**config.mk**
```make
export PLATFORM = sky130hd
export DESIGN_NAME = conv_window_feeder
export DESIGN_NICKNAME = d
export VERILOG_FILES = /design/src/rtl/conv_pkg.sv /design/src/rtl/pix_shift5.sv /design/src/rtl/conv_window_feeder.sv
export SDC_FILE = /design/constraint.sdc
export NUM_CORES = 1
export LEC_CHECK = 0
export ABC_AREA = 1
export CAP_MARGIN = 20
export CORE_UTILIZATION = 40
export CTS_CLUSTER_DIAMETER = 80
export DETAILED_ROUTE_END_ITERATION = 10
export DONT_BUFFER_PORTS = 1
export PLACE_DENSITY = 0.59
export SLEW_MARGIN = 20
export SYNTH_ARGS = -nofsm -noshare
export SYNTH_HDL_FRONTEND = slang
export SYNTH_SLANG_ARGS = --single-unit
```
**constraint.sdc**
```tcl
create_clock -name clk -period 3.1 [get_ports clk]
set_clock_uncertainty 0.2 [all_clocks]
set_input_delay 0.62 -clock clk [delete_from_list [all_inputs] [get_ports clk]]
set_output_delay 0.62 -clock clk [all_outputs]
set_load 0.02 [all_outputs]
```
**src/rtl/conv_pkg.sv**
```systemverilog
// Shared definitions for the convolution front end and the dconv engine.
// Pixel/window widths and the window-feeder state encoding live here.
package conv_pkg;

  localparam int PIX_W = 8;
  localparam int WIN_N = 5;
  localparam int WIN_W = PIX_W * WIN_N;

  typedef enum logic [1:0] {
    FILL      = 2'd0,
    STREAM    = 2'd1,
    PAD_LEAD  = 2'd2,
    PAD_TRAIL = 2'd3
  } win_state_t;

endpackage

```
**src/rtl/pix_shift5.sv**
```systemverilog
// Five-deep pixel shift register. The parallel output presents the window
// that results from shifting din in, so the owner can register that window
// on the same edge the shift happens. clear zeroes every stage.
module pix_shift5
  import conv_pkg::*;
(
  input  logic             clk,
  input  logic             rst,
  input  logic             shift,
  input  logic             clear,
  input  logic [PIX_W-1:0] din,
  output logic [WIN_W-1:0] win
);

  logic [WIN_W-1:0] taps;

  assign win = {taps[WIN_W-PIX_W-1:0], din};

  // Shift stage: oldest pixel falls off the top, newest enters at the bottom.
  always_ff @(posedge clk or posedge rst) begin
    if (rst) begin
      taps <= '0;
    end else if (clear) begin
      taps <= '0;
    end else if (shift) begin
      taps <= win;
    end
  end

endmodule

```
**src/rtl/conv_window_feeder.sv**
```systemverilog
// Raster pixel stream to five-pixel horizontal window converter for dconv.
// Optional edge zero-padding is compiled in with the CONV_WIN_PAD_EN macro;
// without it, each row yields IMG_W-4 windows, with it IMG_W windows.
module conv_window_feeder
  import conv_pkg::*;
#(
  parameter int IMG_W = 16,
  parameter int IMG_H = 16
) (
  input  logic             clk,
  input  logic             rst,
  input  logic [PIX_W-1:0] pix_in,
  input  logic             pix_valid,
  output logic             pix_ready,
  output logic [WIN_W-1:0] data,
  output logic             data_valid,
  input  logic             data_ready,
  output logic             row_last,
  output logic             frame_last
);

  localparam int COL_W = $clog2(IMG_W);
  localparam int ROW_W = (IMG_H > 1) ? $clog2(IMG_H) : 1;
  localparam logic [COL_W-1:0] COL_LAST = COL_W'(IMG_W - 1);
  localparam logic [ROW_W-1:0] ROW_LAST = ROW_W'(IMG_H - 1);

  win_state_t       state, state_nxt;
  logic             run;
  logic [2:0]       fill, fill_nxt;
  logic [COL_W-1:0] col, col_nxt;
  logic [ROW_W-1:0] row, row_nxt;
  logic             out_free;
  logic             accept;
  logic             col_end;
  logic             row_end;
  logic             sh_shift;
  logic             sh_clear;
  logic [PIX_W-1:0] sh_din;
  logic [WIN_W-1:0] sh_win;
  logic             load;
  logic             load_row_last;
  logic             load_frame_last;
`ifdef CONV_WIN_PAD_EN
  logic             trail, trail_nxt;
  logic             frame_end, frame_end_nxt;
`endif

  // The output register can take a new window when empty or being drained.
  // run holds pix_ready low until the first edge after reset releases.
  // PAD_LEAD is a non-accepting cycle, like the two PAD_TRAIL cycles.
  assign out_free  = !data_valid || data_ready;
  assign pix_ready = run && out_free && ((state == FILL) || (state == STREAM));
  assign accept    = pix_valid && pix_ready;
  assign col_end   = (col == COL_LAST);
  assign row_end   = (row == ROW_LAST);

  pix_shift5 u_shift (
    .clk   (clk),
    .rst   (rst),
    .shift (sh_shift),
    .clear (sh_clear),
    .din   (sh_din),
    .win   (sh_win)
  );

  // Next-state, counter and window-load decisions.
  always_comb begin
    state_nxt       = state;
    fill_nxt        = fill;
    col_nxt         = col;
    row_nxt         = row;
    sh_shift        = 1'b0;
    sh_clear        = 1'b0;
    sh_din          = pix_in;
    load            = 1'b0;
    load_row_last   = 1'b0;
    load_frame_last = 1'b0;
`ifdef CONV_WIN_PAD_EN
    trail_nxt       = trail;
    frame_end_nxt   = frame_end;
`endif
    case (state)
      FILL, STREAM: begin
        if (accept) begin
          sh_shift = 1'b1;
          col_nxt  = col_end ? '0 : col + 1'b1;
          if (col_end) begin
            row_nxt = row_end ? '0 : row + 1'b1;
          end
          if ((state == STREAM) || (fill == 3'd4)) begin
            load      = 1'b1;
            state_nxt = STREAM;
          end else begin
            fill_nxt = fill + 3'd1;
          end
          if (col_end) begin
            fill_nxt = 3'd0;
`ifdef CONV_WIN_PAD_EN
            // Row flags move to the second trailing pad window.
            state_nxt     = PAD_TRAIL;
            trail_nxt     = 1'b0;
            frame_end_nxt = row_end;
`else
            load_row_last   = 1'b1;
            load_frame_last = row_end;
            state_nxt       = FILL;
`endif
          end
        end
      end
`ifdef CONV_WIN_PAD_EN
      PAD_TRAIL: begin
        if (out_free) begin
          sh_shift = 1'b1;
          sh_din   = '0;
          load     = 1'b1;
          if (trail) begin
            load_row_last   = 1'b1;
            load_frame_last = frame_end;
            state_nxt       = PAD_LEAD;
          end else begin
            trail_nxt = 1'b1;
          end
        end
      end
      PAD_LEAD: begin
        // A cleared register already holds the two leading zeros.
        sh_clear  = 1'b1;
        fill_nxt  = 3'd2;
        state_nxt = FILL;
      end
`endif
      default: ;
    endcase
  end

  // Control state: FSM, counters and start-up gate.
  always_ff @(posedge clk or posedge rst) begin
    if (rst) begin
`ifdef CONV_WIN_PAD_EN
      state     <= PAD_LEAD;
      trail     <= 1'b0;
      frame_end <= 1'b0;
`else
      state     <= FILL;
`endif
      run       <= 1'b0;
      fill      <= 3'd0;
      col       <= '0;
      row       <= '0;
    end else begin
      state     <= state_nxt;
`ifdef CONV_WIN_PAD_EN
      trail     <= trail_nxt;
      frame_end <= frame_end_nxt;
`endif
      run       <= 1'b1;
      fill      <= fill_nxt;
      col       <= col_nxt;
      row       <= row_nxt;
    end
  end

  // Output stage: single register, held while stalled, replaced on load.
  always_ff @(posedge clk or posedge rst) begin
    if (rst) begin
      data       <= '0;
      data_valid <= 1'b0;
      row_last   <= 1'b0;
      frame_last <= 1'b0;
    end else if (load) begin
      data       <= sh_win;
      data_valid <= 1'b1;
      row_last   <= load_row_last;
      frame_last <= load_frame_last;
    end else if (data_ready) begin
      data_valid <= 1'b0;
      row_last   <= 1'b0;
      frame_last <= 1'b0;
    end
  end

endmodule
```
## After elaboration in Yosys (flattened, before gate mapping)

Index checks and enable logic that the tools add are counted.

| operators by class | value |
|---|---|
| add/subtract/negate cells | 3 |
| eq/ne operators | 5 |
| mux-type cells | 21 |
| reduce and logical (&&, ||, !) cells | 15 |

Operators by type and width:

| operator | count |
|---|---|
| 1-bit two-way mux | 15 |
| 3-bit AND reduction | 3 |
| 4-bit by 1-bit adder with 4-bit output, second input constant | 2 |
| 4-bit == test, second input constant | 2 |
| 4-bit two-way mux | 2 |
| 3-bit two-way mux | 2 |
| 2-bit two-way mux | 2 |
| 2-bit nonzero test | 2 |
| 3-bit by 1-bit adder with 3-bit output, second input constant | 1 |
| 3-bit == test, second input constant | 1 |
| 1-bit logical AND | 3 |
| 1-bit logical OR | 3 |
| 2-bit by 1-bit == test with 1-bit output, second input constant | 1 |
| 2-bit logical NOT | 1 |
| 2-bit != test, second input constant | 1 |
| 2-bit AND reduction | 1 |
| 2-bit OR reduction | 1 |
| 1-bit logical NOT | 1 |

| word-level totals | value |
|---|---|
| flip-flop bits (word level) | 89 |
| output and inout port bits | 44 |
| logic and storage cells | 54 |

## Depth between registers and ports, before layout

| depth | value |
|---|---|
| depth in word-level cells | 8 |
| mapped depth | 9 |
| gate-level depth less buffers | 8 |

## Hierarchy

From an unflattened synthesis, not the netlist that was laid out.

| second synthesis, totals | value |
|---|---|
| cells, all modules | 423 |
| area, all modules | 3702.3 µm² |

Modules (own cells, without submodules):

| module | times used | cells an instance | area an instance (µm²) |
|---|---|---|---|
| conv_window_feeder | 1 | 274 | 2353.5 |
| pix_shift5 | 1 | 149 | 1348.8 |

## Least setup slack after synthesis

OpenSTA, ideal clock, no wires.

| timing path | value |
|---|---|
| path kind | input to output |
| start point | in data_ready |
| end point | out pix_ready |
| arrival time | 0.907 ns |
| data required time | 2.280 ns |
| slack | 1.373 ns |
| stages | 4 |
| buffers on the path | 0 |
| cell sequence | inv_2 -> nand2_4 -> nand2_1 -> inv_1 |

| between the ends | value |
|---|---|
| cells in the longest elaborated chain, start to end | 3 |

Ends and longest elaborated chain:

| item | line | RTL |
|---|---|---|
| start, declared | conv_window_feeder.sv:17 | `input logic data_ready,` |
| 1-bit logical OR | conv_window_feeder.sv:51 | `assign out_free = !data_valid \|\| data_ready;` |
| 1-bit logical AND (2 in a row) | conv_window_feeder.sv:52 | `assign pix_ready = run && out_free && ((state == FILL) \|\| (state == STREAM));` |
| end, declared | conv_window_feeder.sv:14 | `output logic pix_ready,` |

Every way passes these cells.

## Worst setup path in the final report

| timing path | value |
|---|---|
| start point | reg data_valid |
| end point | out pix_ready |

| between the ends | value |
|---|---|
| cells in the longest elaborated chain, start to end | 4 |

Ends and longest elaborated chain:

| item | line | RTL |
|---|---|---|
| start, declared | conv_window_feeder.sv:16 | `output logic data_valid,` |
| start signal, assigned | conv_window_feeder.sv:168 | `data_valid <= 1'b0;` |
| start signal, assigned | conv_window_feeder.sv:173 | `data_valid <= 1'b1;` |
| start signal, assigned | conv_window_feeder.sv:177 | `data_valid <= 1'b0;` |
| 1-bit logical NOT | conv_window_feeder.sv:51 |  |
| 1-bit logical OR | conv_window_feeder.sv:51 |  |
| 1-bit logical AND (2 in a row) | conv_window_feeder.sv:52 |  |

Every way passes these cells.

==> results by group <==
Outcome
  – Outcome: complete, no violations

Critical path
  – CP peak stage delay: 490 ps
  – Worst reg-to-reg path cell count: 9
  – Worst Path Required: 2280 ps
  – Worst Path Arrival: 1230 ps
  – Crit Path Max Fanout: 4
  – CP max stage cell: dfrtp_1
  – Worst setup EP type: output pin
  – Worst-path cell chain: nand2_4 > nand2_1 > inv_1
  – Setup crit start kind: register
  – Kind of critical path: register to output pin

Floorplan
  – Die Area: 0.00930 mm²
  – Ports: 56
  – Die X: 96.4 µm
  – Core area: 0.00868 mm²
  – Row count: 34
  – DIE HEIGHT: 96.4 µm
  – Initial Utilization: 0.411

Clocking
  – Worst-skew pair later-pin latency: 350 ps
  – CTS max path bufs: 2
  – H-tree levels: 3
  – CTS root buf: clkbuf_8
  – CTS sink cnt: 88
  – CTS tree: built
  – Post-CTS sizing: 0
  – Post-CTS Repair Setup Buffers: 0
  – Worst-path clk slew: 90 ps
  – Num CTS Buffers: 9
  – Hold buffers post-CTS: 0

Timing
  – Final Max Tran Viols: 0
  – Max frequency: 487 MHz
  – RSZ-0062 raised after global routing: no
  – Worst slew pin tran: 719 ps
  – Slew margin rel.: 0.520
  – Setup-failing EPs final: 0
  – Post-layout min period: 2050 ps
  – Tcrit/Tclk final: 0.662
  – Final hold violation count: 0
  – Setup TNS: 0 ps

Power and ir drop
  – Pwr dens: 922 mW/mm²
  – Static leakage: 1.96 nW
  – IR drop worst, VDD: 0.376 mV
  – Final Total Pwr: 3.53 mW

Synth
  – Mapped Nets: 394
  – Syn Inst Count: 378
  – Synthesized area per cell: 9.43 µm²
  – Yosys reg bits: 88
  – Syn Std Cell Area: 0.00357 mm²
  – Synth cell types: 27
  – Synth warnings: 0
  – Post-synthesis sequential area ratio: 0.618

Finish
  – Most frequent cells in the layout: nand2_1 (146), dfrtp_1 (88), o21ai_0 (48)
  – Leading cell type in the layout, fill and taps excluded: nand2_1
  – Ratio of cells with drive above 1 in the final layout: 0.0916
  – Final net count: 393
  – Area growth from synthesis to layout: 7.23%
  – Ant diodes: 0

Routing
  – Post-route DRC: 0
  – Length of the first detailed-routing pass in iterations: 4
  – Vias/cell: 4.76
  – WL/cell: 13.9 µm
  – Routed Antenna Nets: 0
  – Vias: 2,333
  – Wirelength, routed: 6790 µm
  – 1st-iter DRT viols: 117

GRT
  – Largest net degree at the start of global routing: 59
  – Global Route Usage Sum: 0.166
  – Vias in the first global route: 2,275
  – Grt total ovfl: 0
  – First-pass GRT wire length: 11,400 µm
  – Antenna violations before repair: 0

Min path
  – Hold Path Class: input port to asynchronous set/reset pin

Placed design
  – Placer Congestion: 0.702
  – Buffers added on ports: 0
  – Detailed Place HPWL: 4450 µm

Run
  – Max-cap viol count: 0
kinds of logic after synthesis:
group                      Yosys count  synth area share
xor gates and xnor gates             2           0.00491
AOI/OAI and AO/OA                   61            0.0905
other                                1           0.00105
buffers and inverters               54            0.0747
and+or+nand+nor                    168             0.197
DFF                                 88             0.618
adders and majority gates            4            0.0140
cell type report:
type	instances	area, µm²
repair buffers	4	42.5
flip-flops and latches	88	2200
multi-input cells	236	1100
fillers	846	4850
well taps	108	135
inverters	38	144
clock inverters	5	56.3
clock buffers	11	141
stage by stage:
stage / setup WS [ps] / area, µm² / utilization / instances / hold WS (ps)
global route: 868 / 3820 / 0.441 / 490 / 86.4
finish: 1050 / 3820 / 0.441 / 490 / 38.9
global placement: 1090 / 3630 / 0.418 / 474 / 251
floorplan: 1.45 / 3570 / - / 378 / 242
CTS: 1010 / 3820 / 0.441 / 490 / 46.0
detailed placement: 1050 / 3630 / 0.418 / 474 / 258
final timing paths:
path	startpoint	end	slack (ps)
setup / recovery	data_valid$_DFFE_PP0P_	pix_ready	1050
hold / removal	rst	data[38]$_DFFE_PP0P_	40
setup reg to reg	fill[0]$_DFFE_PP0P_	data[37]$_DFFE_PP0P_	1070
hold reg to reg	u_shift.taps[27]$_DFFE_PP0P_	data[35]$_DFFE_PP0P_	280
max in group asynchronous	rst	data[14]$_DFFE_PP0P_	1960
min in group clk	pix_in[0]	data[0]$_DFFE_PP0P_	220
report_power, final:
part / switching [mW] / leakage, nW / total, mW / internal, mW
registers: 0.596 / 1.13 / 2.13 / 1.53
logic: 0.366 / 0.731 / 0.607 / 0.242
clock network: 0.396 / 0.0993 / 0.790 / 0.394
total: 1.36 / 1.96 / 3.53 / 2.17
sequential cells by signal, indices dropped and copies added, names as in the netlist:
register      flops
data             40
u_shift.taps     32
col               4
row               4
fill              3
data_valid        1
frame_last        1
row_last          1
run               1
state             1
metal layers:
metal | global-route usage | vias up | part of all wire | routed length, µm
li1 | - | 1178 | - | -
met4 | 0.0699 | 0 | 0.014 | 93
met5 | 0 | - | 0 | 0
met2 | 0.249 | 60 | 0.45 | 3050
met1 | 0.223 | 1085 | 0.47 | 3210
met3 | 0.0524 | 10 | 0.065 | 441
critical path, delay by kind of cell, from the launching register on:
family | cells | cell delay [ps]
AND/OR/NAND/NOR | 2 | 230
buffers and inverters | 1 | 160
flip-flops | 1 | 490
synthesized netlist by cell type:
library cell  number  area, µm²
nand2_2            3       18.8
dfrtp_1           88       2200
a21oi_1            2       10.0
nor2_4             1       11.3
nand2_4            1       11.3
xnor2_1            1       8.76
buf_6              7       78.8
xor2_1             1       8.76
ha_1               4       50.1
inv_1             36        135
nand4_1            2       12.5
nand3b_1           2       15.0
nand2_1          146        548
buf_2              3       15.0
nand3_2            1       10.0
o21ai_2            4       35.0
buf_4              2       15.0
nand4_4            1       21.3
o21a_1             1       7.51
clkbuf_1           4       15.0
nand3_1            9       45.0
inv_2              2       7.51
o21ai_1            6       30.0
conb_1             1       3.75
or2_2              1       6.26
o21ai_0           48        240
nor2_1             1       3.75
Note: power is estimated with default switching activity, not from simulation.
